===== src/rtl/delay_probe_meter_if.sv =====
// Handshake and probe/echo bus between delay_probe_meter and the user plus the path under test.
// master = the meter itself, slave = the controlling / stimulating side.
interface delay_probe_meter_if #(
  parameter int WIDTH = 8,
  parameter int CNT_W = 8
);
  logic             start;
  logic             abort;
  logic [WIDTH-1:0] echo_in;
  logic [WIDTH-1:0] probe_out;
  logic             busy;
  logic             done;
  logic             timeout;
  logic [CNT_W-1:0] latency;

  modport master (
    input  start, abort, echo_in,
    output probe_out, busy, done, timeout, latency
  );

  modport slave (
    output start, abort, echo_in,
    input  probe_out, busy, done, timeout, latency
  );
endinterface


===== src/rtl/delay_probe_meter.sv =====
// Measures the register latency of an external delay path by launching one MARKER word and timing its echo.
// Optional pre-probe flush of stale path contents is compiled in with `define DELAY_PROBE_FLUSH_EN.
module delay_probe_meter #(
  parameter int               WIDTH     = 8,
  parameter int               CNT_W     = 8,
  parameter int               MAX_WAIT  = 255,
  parameter logic [WIDTH-1:0] MARKER    = 8'hA5,
  parameter int               FLUSH_LEN = 100
) (
  input logic                 clock,
  input logic                 rst_n,
  delay_probe_meter_if.master bus
);

  if (MAX_WAIT < 0 || MAX_WAIT > (1 << CNT_W) - 1 || MARKER == '0 ||
      FLUSH_LEN < 1 || FLUSH_LEN > (1 << CNT_W)) begin : g_bad_params
    $error("delay_probe_meter: illegal parameter combination");
  end

  localparam logic [CNT_W-1:0] WAIT_LAST = CNT_W'(MAX_WAIT);
`ifdef DELAY_PROBE_FLUSH_EN
  localparam logic [CNT_W-1:0] FLUSH_LAST = CNT_W'(FLUSH_LEN - 1);
`endif

  typedef enum logic [1:0] {
    S_IDLE  = 2'd0,
    S_FLUSH = 2'd1,
    S_WAIT  = 2'd2
  } state_t;

  state_t           state_reg;
  logic [CNT_W-1:0] cnt_reg;
  logic [WIDTH-1:0] probe_reg;
  logic             busy_reg;
  logic             done_reg;
  logic             timeout_reg;
  logic [CNT_W-1:0] latency_reg;

  assign bus.probe_out = probe_reg;
  assign bus.busy      = busy_reg;
  assign bus.done      = done_reg;
  assign bus.timeout   = timeout_reg;
  assign bus.latency   = latency_reg;

  always_ff @(posedge clock or negedge rst_n) begin
    if (!rst_n) begin
      state_reg   <= S_IDLE;
      cnt_reg     <= '0;
      probe_reg   <= '0;
      busy_reg    <= 1'b0;
      done_reg    <= 1'b0;
      timeout_reg <= 1'b0;
      latency_reg <= '0;
    end else begin
      done_reg <= 1'b0;
      if (bus.abort) begin
        // Cancel silently: the previous result and timeout flag stay visible.
        state_reg <= S_IDLE;
        cnt_reg   <= '0;
        probe_reg <= '0;
        busy_reg  <= 1'b0;
      end else begin
        case (state_reg)
          S_IDLE: begin
            probe_reg <= '0;
            if (bus.start) begin
              cnt_reg     <= '0;
              timeout_reg <= 1'b0;
              busy_reg    <= 1'b1;
`ifdef DELAY_PROBE_FLUSH_EN
              state_reg   <= S_FLUSH;
`else
              probe_reg   <= MARKER;
              state_reg   <= S_WAIT;
`endif
            end
          end
`ifdef DELAY_PROBE_FLUSH_EN
          S_FLUSH: begin
            probe_reg <= '0;
            if (cnt_reg == FLUSH_LAST) begin
              probe_reg <= MARKER;
              cnt_reg   <= '0;
              state_reg <= S_WAIT;
            end else begin
              cnt_reg <= cnt_reg + 1'b1;
            end
          end
`endif
          S_WAIT: begin
            // Marker is on the wire for a single cycle; a match wins over timeout.
            probe_reg <= '0;
            if (bus.echo_in == MARKER) begin
              latency_reg <= cnt_reg;
              done_reg    <= 1'b1;
              busy_reg    <= 1'b0;
              state_reg   <= S_IDLE;
            end else if (cnt_reg == WAIT_LAST) begin
              latency_reg <= WAIT_LAST;
              timeout_reg <= 1'b1;
              done_reg    <= 1'b1;
              busy_reg    <= 1'b0;
              state_reg   <= S_IDLE;
            end else begin
              cnt_reg <= cnt_reg + 1'b1;
            end
          end
          default: begin
            state_reg <= S_IDLE;
            probe_reg <= '0;
            busy_reg  <= 1'b0;
          end
        endcase
      end
    end
  end

endmodule


===== src/flat_wrapper.sv =====
// flat-port wrapper written by rule: the top's interface ports become plain ports
module delay_probe_meter_flat 
#(
  parameter int               WIDTH     = 8,
  parameter int               CNT_W     = 8,
  parameter int               MAX_WAIT  = 255,
  parameter logic [WIDTH-1:0] MARKER    = 8'hA5,
  parameter int               FLUSH_LEN = 100
)
  (clock, rst_n, bus_start, bus_abort, bus_echo_in, bus_probe_out, bus_busy, bus_done, bus_timeout, bus_latency);
  delay_probe_meter_if #(.WIDTH(WIDTH), .CNT_W(CNT_W)) bus_i ();
  input logic clock;
  input logic rst_n;
  input wire logic [$bits(bus_i.start)-1:0] bus_start;
  input wire logic [$bits(bus_i.abort)-1:0] bus_abort;
  input wire logic [$bits(bus_i.echo_in)-1:0] bus_echo_in;
  output wire logic [$bits(bus_i.probe_out)-1:0] bus_probe_out;
  output wire logic [$bits(bus_i.busy)-1:0] bus_busy;
  output wire logic [$bits(bus_i.done)-1:0] bus_done;
  output wire logic [$bits(bus_i.timeout)-1:0] bus_timeout;
  output wire logic [$bits(bus_i.latency)-1:0] bus_latency;
  assign bus_i.start = bus_start;
  assign bus_i.abort = bus_abort;
  assign bus_i.echo_in = bus_echo_in;
  assign bus_probe_out = bus_i.probe_out;
  assign bus_busy = bus_i.busy;
  assign bus_done = bus_i.done;
  assign bus_timeout = bus_i.timeout;
  assign bus_latency = bus_i.latency;
  delay_probe_meter #(.WIDTH(WIDTH), .CNT_W(CNT_W), .MAX_WAIT(MAX_WAIT), .MARKER(MARKER), .FLUSH_LEN(FLUSH_LEN)) u_core (.clock(clock), .rst_n(rst_n), .bus(bus_i));
endmodule

===== config.mk =====
export PLATFORM = sky130hd
export DESIGN_NAME = delay_probe_meter_flat
export DESIGN_NICKNAME = d
export VERILOG_FILES = /design/src/rtl/delay_probe_meter_if.sv /design/src/rtl/delay_probe_meter.sv /design/src/flat_wrapper.sv
export SDC_FILE = /design/constraint.sdc
export NUM_CORES = 1
export LEC_CHECK = 0
export BUFFER_PORTS_ARGS = -buffer_cell sky130_fd_sc_hd__buf_2
export CAP_MARGIN = 20
export CORE_MARGIN = 3
export CORE_UTILIZATION = 40
export DETAILED_ROUTE_END_ITERATION = 8
export PLACE_DENSITY = 0.69
export SYNTH_ARGS = -nofsm -noshare
export SYNTH_HDL_FRONTEND = slang
export SYNTH_SLANG_ARGS = --single-unit

===== constraint.sdc =====
create_clock -name clock -period 1.7 [get_ports clock]
set_clock_uncertainty 0.2 [all_clocks]
set_input_delay 0.51 -clock clock [delete_from_list [all_inputs] [get_ports clock]]
set_output_delay 0.51 -clock clock [all_outputs]
set_load 0.05 [all_outputs]

* Yosys cells after proc, flatten, opt, wreduce, memory -nomap -nowiden
Index checks and enable logic that the tools add are counted.
Word-level totals: bits in registers 29, bits in latches 0, memory bits (writable) 0, bits in read-only memories 0, input port bits 12, output and inout port bits 19, memories 0
Operators by class: $add $sub $neg 1, multipliers 0, div/mod/pow operators 0, magnitude comparators 0, equal/unequal tests 10, shift operators 0, muxes and demuxes 28, bitwise operators 1, reductions and logical operators 8
Operators by type and width (number):
- $mux W8 | 9
- $eq A8 B8 Y1 const B | 2
- $pmux W8 S2 | 1
- $mux W1 | 11
- $ne A3 B3 Y1 const B | 3
- $add A8 B1 Y8 const B | 1
- $mux W2 | 4
- $reduce_and A5 Y1 | 1
- $ne A2 B2 Y1 const B | 2
- $ne A4 B2 Y1 const B | 1
- $pmux W1 S2 | 2
- $pmux W2 S2 | 1
- $reduce_and A4 Y1 | 1
- $reduce_bool A2 Y1 | 2
- $reduce_and A3 Y1 | 1
- $reduce_bool A3 Y1 | 1
- $eq A2 B2 Y1 const B | 1
- $logic_not A2 Y1 | 1
- $ne A2 B1 Y1 const B | 1
- $reduce_and A2 Y1 | 1
- $not A1 Y1 | 1

* Logic depth before layout (Yosys ltp)
depth after elaboration 5, gate-level depth with buffers 6, mapped depth without buffers 6

* Worst setup path after synthesis
OpenSTA, ideal clock, no wires.
kind input to register, start point input port bus_echo_in[6], end point register u_core.cnt_reg[7], setup time 0.069 ns, arrival time 1.526 ns, required time 1.431 ns, slack -0.095 ns, stages 5, cell sequence and4bb_4 nand2_4 o21ai_1 or4_1 nand3_1
Between the ends: longest elaborated chain between the ends 3
Ends and longest elaborated chain:
- start, declared | line flat_wrapper.sv:16 | input wire logic [$bits(bus_i.echo_in)-1:0] bus_echo_in;
- $eq A8 B8 Y1 | line delay_probe_meter.sv:93 | if (bus.echo_in == MARKER) begin
- $ne A3 B3 Y1 (no line)
- $reduce_and A4 Y1 (no line)
- end signal, assigned | line delay_probe_meter.sv:105 | cnt_reg <= cnt_reg + 1'b1;
- end, declared | line delay_probe_meter.sv:32 | logic [CNT_W-1:0] cnt_reg;
No other way between the ends. A chain may end at the register's enable or synchronous reset.

* Worst setup path after layout
start point register u_core.cnt_reg[0], end point register u_core.cnt_reg[6]
Between the ends: longest elaborated chain between the ends 5, elaborated cells on any way between the ends 8
Ends and longest elaborated chain:
- $add A8 B1 Y8 | line delay_probe_meter.sv:105
- $mux W8 | line delay_probe_meter.sv:98 | end else if (cnt_reg == WAIT_LAST) begin
- $mux W8 | line delay_probe_meter.sv:93
- $pmux W8 S2 | line delay_probe_meter.sv:63 | case (state_reg)
- $mux W8 | line delay_probe_meter.sv:56 | if (bus.abort) begin
Parallel ways exist; a longest one is shown, timed or not. The select of a mux whose other input is x is not followed.

==> metrics.txt <==
# TYPE chip_impl_metric gauge
chip_impl_metric{name="timing.critical_path.arrival",unit="ps"} 1770
chip_impl_metric{name="whs_path_depth",unit=""} 3
chip_impl_metric{name="layout_worst_path_cycle_share",unit=""} 1.010
chip_impl_metric{name="maximum_clock_path_buffer_count",unit=""} 2
chip_impl_metric{name="drt_pre_antenna_iters",unit=""} 4
chip_impl_info{name="timing_worst_setup_path_type",value="reg -> reg"} 1
chip_impl_metric{name="areaGrowthSynthToFinish",unit="%"} 34.72
chip_impl_metric{name="ios",unit=""} 31
chip_impl_info{name="holdPathEnd",value="u_core.cnt_reg[7]"} 1
chip_impl_metric{name="worst-endpoint-required",unit="ps"} 1750
chip_impl_info{name="worst_r2r_endpoint",value="u_core.cnt_reg[6]"} 1
chip_impl_info{name="min-delay-path-class",value="in -> reg"} 1
chip_impl_info{name="synth_top_cells_by_area",value="dfrtp_1, buf_4, o22a_1"} 1
chip_impl_info{name="layout_commonest_cell",value="buf_4"} 1
chip_impl_metric{name="mappedNetlistArea",unit="mm²"} 0.001081
chip_impl_metric{name="avg_wl_per_cell",unit="µm"} 15.60
chip_impl_metric{name="grt_antenna_before_repair",unit=""} 0
chip_impl_info{name="crit_path_end_kind",value="flip-flop"} 1
chip_impl_metric{name="final_cell_count_no_fill",unit=""} 176
chip_impl_metric{name="clock_sink_count",unit=""} 20
chip_impl_metric{name="power_report.internal_total",unit="µW"} 651.4
chip_impl_metric{name="drtAntennaViolNets",unit=""} 0
chip_impl_metric{name="reg2reg_setup_slack",unit="ps"} -20
chip_impl_info{name="cts_tree",value="done"} 1
chip_impl_metric{name="syn-instance-count",unit=""} 103
chip_impl_metric{name="layout_setup_ws",unit="ps"} -17.82
chip_impl_metric{name="clock_share_of_power",unit=""} 0.248
chip_impl_metric{name="finalHoldViolCount",unit=""} 0
chip_impl_metric{name="final_period_minus_worst_setup_slack",unit="ps"} 1718
chip_impl_metric{name="power.switching_fraction",unit=""} 0.3153
chip_impl_metric{name="finish.net_count",unit=""} 160
chip_impl_metric{name="grt_overflow_total",unit=""} 0
chip_impl_metric{name="htreeDepth",unit=""} 1
chip_impl_metric{name="drt-vias-per-instance",unit=""} 5.511
chip_impl_metric{name="die_area",unit="mm²"} 0.003362
chip_impl_metric{name="cts_buffers",unit=""} 3
chip_impl_info{name="critical_path.startpoint_type",value="flip-flop"} 1
chip_impl_metric{name="seq_power_share",unit=""} 0.529
chip_impl_metric{name="synth_area_per_cell",unit="µm²"} 10.50
chip_impl_metric{name="worst-r2r-cell-count",unit=""} 6
chip_impl_metric{name="finalHoldWorstSlack",unit="ps"} 297.9
chip_impl_metric{name="num_rows",unit=""} 18
chip_impl_metric{name="leakagePower",unit="µW"} 0.0006992
chip_impl_metric{name="grt_first_pass_wirelength",unit="µm"} 4333
chip_impl_metric{name="drive_gt1_frac",unit=""} 0.4795
chip_impl_metric{name="insertedDiodeCount",unit=""} 0
chip_impl_metric{name="final_max_slew_viol_count",unit=""} 0
chip_impl_info{name="synth.largest_area_cell",value="dfrtp_1"} 1
chip_impl_metric{name="seq_area_frac_synth",unit=""} 0.4630
chip_impl_metric{name="die_height",unit="µm"} 57.99
chip_impl_metric{name="die_w",unit="µm"} 57.99
chip_impl_metric{name="grt_start_max_net_pins",unit=""} 21
chip_impl_metric{name="initial_utilization",unit=""} 0.4286
chip_impl_metric{name="dp_wirelength",unit="µm"} 1963
chip_impl_info{name="rr_startpoint",value="u_core.cnt_reg[0]"} 1
chip_impl_metric{name="synth.ff_latch_count",unit=""} 20
chip_impl_metric{name="routed-via-count",unit=""} 970
chip_impl_metric{name="core_area",unit="mm²"} 0.002522
chip_impl_metric{name="drt-initial-drc-count",unit=""} 35
chip_impl_metric{name="cts.reportedPaths.clkPinSlew",unit="ps"} 120
chip_impl_metric{name="clock_insertion_delay_worst_skew",unit="ps"} 300
chip_impl_metric{name="drcViolationCount",unit=""} 0
chip_impl_metric{name="async_flop_share",unit=""} 1.000
chip_impl_metric{name="switchingPower",unit="µW"} 299.9
chip_impl_info{name="violated_checks",value="negative setup slack"} 1
chip_impl_metric{name="p_per_area",unit="mW/mm²"} 653.2
chip_impl_metric{name="final_util",unit=""} 0.5774
chip_impl_info{name="cts-root-buf",value="clkbuf_4"} 1
chip_impl_metric{name="finalSetupTns",unit="ps"} -18.65
chip_impl_info{name="final_cell_mix",value="buf_4, dfrtp_1, buf_2, clkbuf_4, a21oi_1"} 1
chip_impl_metric{name="combinational_cell_fraction_of_total_power",unit=""} 0.223
chip_impl_metric{name="via_count_of_the_first_global_routing_pass",unit=""} 938
chip_impl_metric{name="number_of_violations_of_the_max_capacitance_limit",unit=""} 0
chip_impl_info{name="dominantRegCellSynth",value="dfrtp_1"} 1
chip_impl_metric{name="timing.fmax",unit="MHz"} 582.1
chip_impl_metric{name="yosysUniqueCellTypes",unit=""} 41
chip_impl_metric{name="ys.warnings.count",unit=""} 0
chip_impl_metric{name="synth_enable_flop_cells",unit=""} 0
chip_impl_info{name="rsz_0062_raised_after_global_routing",value="yes"} 1
chip_impl_metric{name="gpl.final_weighted_congestion",unit=""} 0.8604
chip_impl_info{name="min_from",value="bus_start"} 1
chip_impl_metric{name="vdd.ir_drop.worst",unit="µV"} 544.2
chip_impl_metric{name="buffer_ports.inserted",unit=""} 26
chip_impl_metric{name="place_inst",unit=""} 167
chip_impl_metric{name="synth_top_area_share",unit=""} 0.4630
chip_impl_info{name="run_status",value="finished, violations left"} 1
chip_impl_metric{name="worst-path-max-fanout",unit=""} 3
chip_impl_metric{name="grt.total_usage",unit=""} 0.1676
chip_impl_metric{name="finalSetupViolCount",unit=""} 2
chip_impl_metric{name="route.final.wire_length",unit="µm"} 2746
==> Yosys cell counts, types with 2 or more instances <==
master	count
o21ai_0	3
dfrtp_1	20
nand2_1	4
nand2b_1	4
and4bb_4	2
a21oi_1	9
buf_4	9
nand3_1	5
nand4b_1	2
nor3_1	2
nor2_1	5
or3_1	2
clkbuf_1	2
o22a_1	7
==> power by group through the flow <==
stage | Clock (µW) | Sequential (µW) | Combinational [µW]
after floorplan | 0 | 551 | 105
after detailed placement | 0 | 511 | 195
after global routing | 268 | 505 | 226
after global placement | 0 | 510 | 191
after CTS | 245 | 502 | 202
final | 236 | 503 | 212
==> timing repair <==
item / 4_1_cts / 5_1_grt
gates resized for setup: 4 / 12
pin swaps: 1 / 3
buffers inserted: 1 / 2
hold endpoints to repair: 20 / 0
hold buffers: 1 / 0
gates cloned: 0 / 1
setup endpoints to repair: 11 / 20
==> logic make-up (layout without fill, tap and decap cells) <==
kind of cell | count (synthesis) | in the layout | share of synthesized area
adders and majority gates | 1 | 1 | 0.01157
other | 1 | 4 | 0.003469
buffers and inverters | 13 | 52 | 0.08333
AOI/OAI and AO/OA | 31 | 31 | 0.1991
DFF | 20 | 20 | 0.4630
and+or+nand+nor | 36 | 37 | 0.2292
muxes | 1 | 1 | 0.01042
==> critical path, stage by stage (launching register included) <==
cell	delay, ps
dfrtp_1	410
ha_2	230
nand3_4	110
a21oi_4	150
nand4_1	140
mux2_4	330
a21oi_2	110
==> worst max-delay path by stage <==
stage / slack (ps) / start / cells past startpoint / endpoint
floorplan: -20 / bus_echo_in[4] / 5 / u_core.cnt_reg[6]
global placement: -160 / bus_echo_in[4] / 6 / u_core.bus.latency[2]
detailed placement: -210 / bus_echo_in[3] / 6 / u_core.bus.latency[6]
CTS: -6 / u_core.cnt_reg[1] / 6 / u_core.cnt_reg[6]
global route: -70 / u_core.cnt_reg[1] / 5 / u_core.cnt_reg[0]
finish: -20 / u_core.cnt_reg[0] / 6 / u_core.cnt_reg[6]
==> metal layers <==
metal	share of wire	wire, µm	track usage	vias up
met5	0	0	0	-
met4	0.016	45	0.05298	0
met3	0.061	168	0.05791	6
met2	0.50	1385	0.2790	34
met1	0.42	1147	0.2034	473
li1	-	-	-	457
==> metrics by stage <==
step | total power, µW | instance area [µm²] | setup slack [ps]
2_1_floorplan | 656.3 | 1125 | -23.91
3_3_place_gp | 701.3 | 1334 | -156.8
3_5_place_dp | 705.8 | 1334 | -205.7
4_1_cts | 949.6 | 1399 | -6.268
5_1_grt | 998.9 | 1456 | -72.03
6_report | 951.3 | 1456 | -17.82
==> final cells by class <==
| type | instances | area [µm²] |
|---|---|---|
| well taps | 30 | 37.54 |
| flip-flops and latches | 20 | 501.7 |
| multi-input cells | 74 | 576.8 |
| fillers | 224 | 1066 |
| clock buffers | 4 | 26.28 |
| repair buffers | 47 | 310.3 |
| inverters | 1 | 3.754 |
Note: power is estimated with default switching activity, not from simulation.
